--- src/rtl/rule_cfg_master.sv ---
// Rule-bus initiator: turns host WRITE/READ/FILL commands into rule wren/rden pulses and returns one response per command.
// Define RULE_CFG_READBACK_CHK_EN to read back and compare every written beat.
module rule_cfg_master #(
  parameter int ADDR_W      = 32,
  parameter int DATA_W      = 32,
  parameter int LEN_W       = 8,
  parameter int TIMEOUT_CYC = 64
) (
  input  logic              i_clk,
  input  logic              i_rst,
  input  logic              i_cmd_valid,
  output logic              o_cmd_ready,
  input  logic [1:0]        i_cmd_op,
  input  logic [ADDR_W-1:0] i_cmd_addr,
  input  logic [DATA_W-1:0] i_cmd_wdata,
  input  logic [LEN_W-1:0]  i_cmd_len,
  output logic              o_rsp_valid,
  input  logic              i_rsp_ready,
  output logic [1:0]        o_rsp_status,
  output logic [DATA_W-1:0] o_rsp_data,
  output logic              o_rule_wren,
  output logic              o_rule_rden,
  output logic [ADDR_W-1:0] o_rule_addr,
  output logic [DATA_W-1:0] o_rule_wdata,
  input  logic              i_rule_rdata_valid,
  input  logic [DATA_W-1:0] i_rule_rdata
);

  localparam int TO_W = (TIMEOUT_CYC > 1) ? $clog2(TIMEOUT_CYC) : 1;

  localparam logic [1:0] OP_WRITE = 2'd0;
  localparam logic [1:0] OP_READ  = 2'd1;
  localparam logic [1:0] OP_FILL  = 2'd2;

  localparam logic [1:0] ST_OK       = 2'd0;
  localparam logic [1:0] ST_TIMEOUT  = 2'd1;
  localparam logic [1:0] ST_BADOP    = 2'd2;
  localparam logic [1:0] ST_MISMATCH = 2'd3;

  typedef enum logic [2:0] {S_IDLE, S_WR, S_FILL, S_RD, S_RD_WAIT, S_RSP} state_t;

  state_t            r_state, w_next;
  logic [1:0]        r_op;
  logic [ADDR_W-1:0] r_addr;
  logic [DATA_W-1:0] r_wdata;
  logic [LEN_W-1:0]  r_len;
  logic [LEN_W-1:0]  r_beats;
  logic [TO_W-1:0]   r_to_cnt;
  logic [1:0]        r_rsp_status;
  logic [DATA_W-1:0] r_rsp_data;

  logic             w_accept;
  logic             w_fill_last;
  logic             w_to_last;
  logic [LEN_W-1:0] w_beats_inc;

  assign w_accept    = i_cmd_valid && (r_state == S_IDLE);
  assign w_fill_last = (r_beats == r_len - LEN_W'(1));
  assign w_to_last   = (r_to_cnt == TO_W'(TIMEOUT_CYC - 1));
  assign w_beats_inc = r_beats + LEN_W'(1);

`ifdef RULE_CFG_READBACK_CHK_EN
  logic w_rb_match;
  assign w_rb_match = (i_rule_rdata == r_wdata);
`endif

  // NOTE: sequential state uses non-blocking assignments so every register samples pre-edge values.
  always_ff @(posedge i_clk) begin
    if (i_rst) r_state <= S_IDLE;
    else       r_state <= w_next;
  end

  // NOTE: w_next gets its default before the case so no path leaves it unassigned (no latch).
  always_comb begin
    w_next = r_state;
    case (r_state)
      S_IDLE: begin
        if (w_accept) begin
          case (i_cmd_op)
            OP_WRITE: w_next = S_WR;
            OP_READ:  w_next = S_RD;
            OP_FILL:  w_next = (i_cmd_len == '0) ? S_RSP : S_FILL;
            default:  w_next = S_RSP;
          endcase
        end
      end
`ifdef RULE_CFG_READBACK_CHK_EN
      S_WR:   w_next = S_RD;
      S_FILL: w_next = S_RD;
`else
      S_WR:   w_next = S_RSP;
      S_FILL: w_next = w_fill_last ? S_RSP : S_FILL;
`endif
      S_RD:   w_next = S_RD_WAIT;
      S_RD_WAIT: begin
        if (i_rule_rdata_valid) begin
`ifdef RULE_CFG_READBACK_CHK_EN
          // A passing readback of a non-final FILL beat continues with the next write.
          if (r_op == OP_FILL && w_rb_match && !w_fill_last) w_next = S_FILL;
          else                                                w_next = S_RSP;
`else
          w_next = S_RSP;
`endif
        end else if (w_to_last) begin
          w_next = S_RSP;
        end
      end
      S_RSP:   if (i_rsp_ready) w_next = S_IDLE;
      default: w_next = S_IDLE;
    endcase
  end

  always_ff @(posedge i_clk) begin
    if (i_rst) begin
      r_op         <= '0;
      r_addr       <= '0;
      r_wdata      <= '0;
      r_len        <= '0;
      r_beats      <= '0;
      r_to_cnt     <= '0;
      r_rsp_status <= ST_OK;
      r_rsp_data   <= '0;
    end else begin
      case (r_state)
        S_IDLE: begin
          if (w_accept) begin
            r_op         <= i_cmd_op;
            r_addr       <= i_cmd_addr;
            r_wdata      <= i_cmd_wdata;
            r_len        <= i_cmd_len;
            r_beats      <= '0;
            r_rsp_status <= (i_cmd_op == 2'd3) ? ST_BADOP : ST_OK;
            r_rsp_data   <= '0;
          end
        end
`ifndef RULE_CFG_READBACK_CHK_EN
        S_FILL: begin
          r_addr     <= r_addr + ADDR_W'(1);
          r_beats    <= w_beats_inc;
          r_rsp_data <= DATA_W'(w_beats_inc);
        end
`endif
        S_RD: r_to_cnt <= '0;
        S_RD_WAIT: begin
          r_to_cnt <= r_to_cnt + TO_W'(1);
          if (i_rule_rdata_valid) begin
            if (r_op == OP_READ) begin
              r_rsp_status <= ST_OK;
              r_rsp_data   <= i_rule_rdata;
            end
`ifdef RULE_CFG_READBACK_CHK_EN
            else if (w_rb_match) begin
              if (r_op == OP_FILL) begin
                r_addr     <= r_addr + ADDR_W'(1);
                r_beats    <= w_beats_inc;
                r_rsp_data <= DATA_W'(w_beats_inc);
              end
            end else begin
              r_rsp_status <= ST_MISMATCH;
              r_rsp_data   <= (r_op == OP_WRITE) ? i_rule_rdata : DATA_W'(r_beats);
            end
`endif
          end else if (w_to_last) begin
            r_rsp_status <= ST_TIMEOUT;
            r_rsp_data   <= (r_op == OP_FILL) ? DATA_W'(r_beats) : '0;
          end
        end
        default: ;
      endcase
    end
  end

  assign o_cmd_ready  = (r_state == S_IDLE);
  assign o_rsp_valid  = (r_state == S_RSP);
  assign o_rsp_status = r_rsp_status;
  assign o_rsp_data   = r_rsp_data;
  assign o_rule_wren  = (r_state == S_WR) || (r_state == S_FILL);
  assign o_rule_rden  = (r_state == S_RD);
  assign o_rule_addr  = r_addr;
  assign o_rule_wdata = r_wdata;

endmodule

--- config.mk ---
export PLATFORM = sky130hd
export DESIGN_NAME = rule_cfg_master
export DESIGN_NICKNAME = d
export VERILOG_FILES = /design/src/rtl/rule_cfg_master.sv
export SDC_FILE = /design/constraint.sdc
export NUM_CORES = 1
export LEC_CHECK = 0
export ABC_AREA = 1
export BUFFER_PORTS_ARGS = -buffer_cell sky130_fd_sc_hd__buf_2
export CAP_MARGIN = 20
export CORE_AREA = 2 2 99 196
export CTS_BUF_LIST = sky130_fd_sc_hd__clkbuf_8
export CTS_CLUSTER_DIAMETER = 40
export CTS_CLUSTER_SIZE = 40
export DETAILED_ROUTE_END_ITERATION = 6
export DIE_AREA = 0 0 101 198
export PLACE_DENSITY = 0.6
export SLEW_MARGIN = 20
export SYNTH_ARGS = -nofsm -noshare
export SYNTH_HDL_FRONTEND = slang
export SYNTH_SLANG_ARGS = --single-unit
--- constraint.sdc ---
create_clock -name i_clk -period 3.15 [get_ports i_clk]
set_clock_uncertainty 0.05 [all_clocks]
set_input_delay 0.1575 -clock i_clk [delete_from_list [all_inputs] [get_ports i_clk]]
set_output_delay 0.1575 -clock i_clk [all_outputs]
set_load 0.03 [all_outputs]
==> results_dict.tcl <==
set metrics [dict create \
    initial_utilization 0.342 \
    nets 1342 \
    stdcell_count 1458 \
    grt_pass1_wl_um 36500 \
    status "complete, no violations" \
    drv_cap 0 \
    cts.clk_slew.worst_paths_ns 0.08 \
    via_count 7403 \
    numCtsBuffers 17 \
    post-place-ws_ns 0.791 \
    drtAntennaViolNets 0 \
    yosysWarnings 0 \
    syn_nets 1063 \
    htreeDepth 4 \
    synthArstFlopShare 0 \
    route.detailed.drc 0 \
    worst_pin_slew_ns 0.995 \
    place.gp.congestion 0.975 \
    cts_max_path_buffers 2 \
    final_area_um2 8860 \
    crit_arrival_ns 2.72 \
    clock-root-buffer "clkbuf_8" \
    avgRoutedWirePerCell_um 16.1 \
    cts_hold_buffers 83 \
    grt_pass1_vias 7369 \
    timing.fmax_mhz 419 \
    io_pins 213 \
    postLayoutSetupSlackWorst_ns 0.765 \
    cts_sinks 125 \
    io_buffers 212 \
    p_leak_nw 3.97 \
    drive_above_1_share 0.241 \
    synth.most_common_cell "nand2_1" \
    drt_wl_total_um 23400 \
    yosysSeqAreaShare 0.392 \
    worstSetupPathType "register to register" \
    grt_use_total 0.236 \
    p_per_area_nw_per_um2 876 \
    syn2layout_area_growth_pct 38.9 \
    post-route-util 0.475 \
    dpl.cell_count 1344 \
    ctsResizeCount 0 \
    setup_viol 0 \
    fin_crit_sh 0.757 \
    min_path_type "input pin to register" \
    die_h_um 198 \
    place_area_um2 7590 \
    yosysUniqueCellTypes 45 \
    synth.area.top_cells "dfxtp_1 (39%), nand2_1 (11%), nor2_1 (10%), o21ai_0 (7.1%), a21oi_1 (5.9%)" \
    critPathCaptureType "register" \
    hold_slack_ns 0.0268 \
    clk_latency_ns 0.44 \
    antenna_found_initial 0 \
    firstDrtPassIters 5 \
    yosys.area.top_type "dfxtp_1" \
    power_mw 7.76 \
    die_x_um 101 \
    worst-endpoint-required_ns 3.49 \
    synth.avg_cell_area_um2 6.73 \
    drtIter0Drc 312 \
    grt_max_degree 61 \
    synthesis.area_um2 6380 \
    cts_tree "yes" \
    period_needed_ns 2.38 \
    yosys_register_bits 125 \
    slew_viol_final 0 \
    avgViaCountPerCell 5.08 \
    critPathMaxFanout 38 \
    hpwlAfterDp_um 16500 \
    core-area_um2 18700 \
    dieArea_um2 20000 \
    cp-start-kind "register" \
    synth_edf_count 0 \
    synth_common_cells "nand2_1 (189), nor2_1 (172), dfxtp_1 (125)" \
    syn-instance-count 948 \
    reg2reg_setup_slack_ns 0.77 \
    rows 71 \
    overflow 0 \
    synth_flop_cell "dfxtp_1" \
    antenna_cells 0 \
    rsz0062_at_grt "no" \
    slew_headroom 0.337 \
    synth_top_cell_area_share 0.392 \
    fin_tns_setup_ns 0 \
    irDropWorstVdd_mv 0.426 \
    cts_setup_buffers 0 \
    report.final.hold_viol_count 0 \
]
==> cells in the final DEF, fill, tap and decap left out, types with 4 or more instances in the layout <==
cell type	count
a21oi_1	75
nand3_1	54
nor3_1	16
o21ai_0	91
a21oi_2	10
o211ai_1	6
bufinv_16	4
buf_2	212
nand2_1	189
ha_1	4
nand4_1	11
buf_4	7
clkbuf_8	20
nor2_2	11
nor2_1	172
xor2_1	14
nor3_2	4
dlygate4sd3_1	83
a31oi_1	5
inv_1	72
dfxtp_1	125
inv_2	9
==> sequential cells by signal (all words and copies together) (netlist names) <==
name / count
o_rsp_data: 32
o_rsp_status: 2
o_rule_addr: 32
o_rule_wdata: 32
r_beats: 8
r_len: 8
r_op: 2
r_state: 3
r_to_cnt: 6
==> logic make-up after synthesis <==
kind of cell	Yosys count	share of synthesized area
xor gates and xnor gates	15	0.0206
adders and majority gates	4	0.00785
buffers and inverters	124	0.0798
AOI/OAI and AO/OA	203	0.175
and+or+nand+nor	477	0.324
DFF	125	0.392
==> final timing paths <==
kind / start / endpoint / cells after the start
setup reg to reg: r_state[0] / o_rule_addr[24] / 11
hold reg to reg: o_rsp_data[7] / o_rsp_data[7] / 2
hold / removal: i_cmd_addr[1] / o_rule_addr[1] / 5
setup / recovery: r_state[0] / o_rule_addr[24] / 11
==> area by class of cell <==
cell class,count,area [µm²]
repair buffers,303,1960
inverters,81,304
clock buffers,20,275
fillers,1945,9800
multi-input cells,699,3370
clock inverters,11,166
flip-flops and latches,125,2500
well taps,219,274
==> per-layer routing <==
metal / part of all wire / wire length (µm) / track usage
met1: 0.34 / 7980 / 0.221
met2: 0.56 / 13100 / 0.457
met3: 0.046 / 1080 / 0.0409
met4: 0.056 / 1310 / 0.144
met5: 0 / 0 / 0
==> report_power, final <==
| group | switching (mW) | total [mW] | internal [mW] | leakage, nW |
|---|---|---|---|---|
| clock | 0.673 | 1.59 | 0.918 | 0.222 |
| combinational | 2.61 | 3.71 | 1.11 | 2.72 |
| sequential | 0.420 | 2.46 | 2.04 | 1.03 |
| total | 3.70 | 7.76 | 4.06 | 3.97 |
==> worst max-delay path, stage by stage, from the launching register on <==
cell      delay [ns]
dfxtp_1         0.45
inv_2           0.09
nand2_4         0.12
inv_2           0.06
nand2_4         0.09
nor2_4          0.10
nor2_4          0.13
buf_4           0.39
clkinv_1        0.43
o21ai_0         0.27
a21oi_1         0.06
nor2_1          0.09
Power figures use the tool's default switching activity.
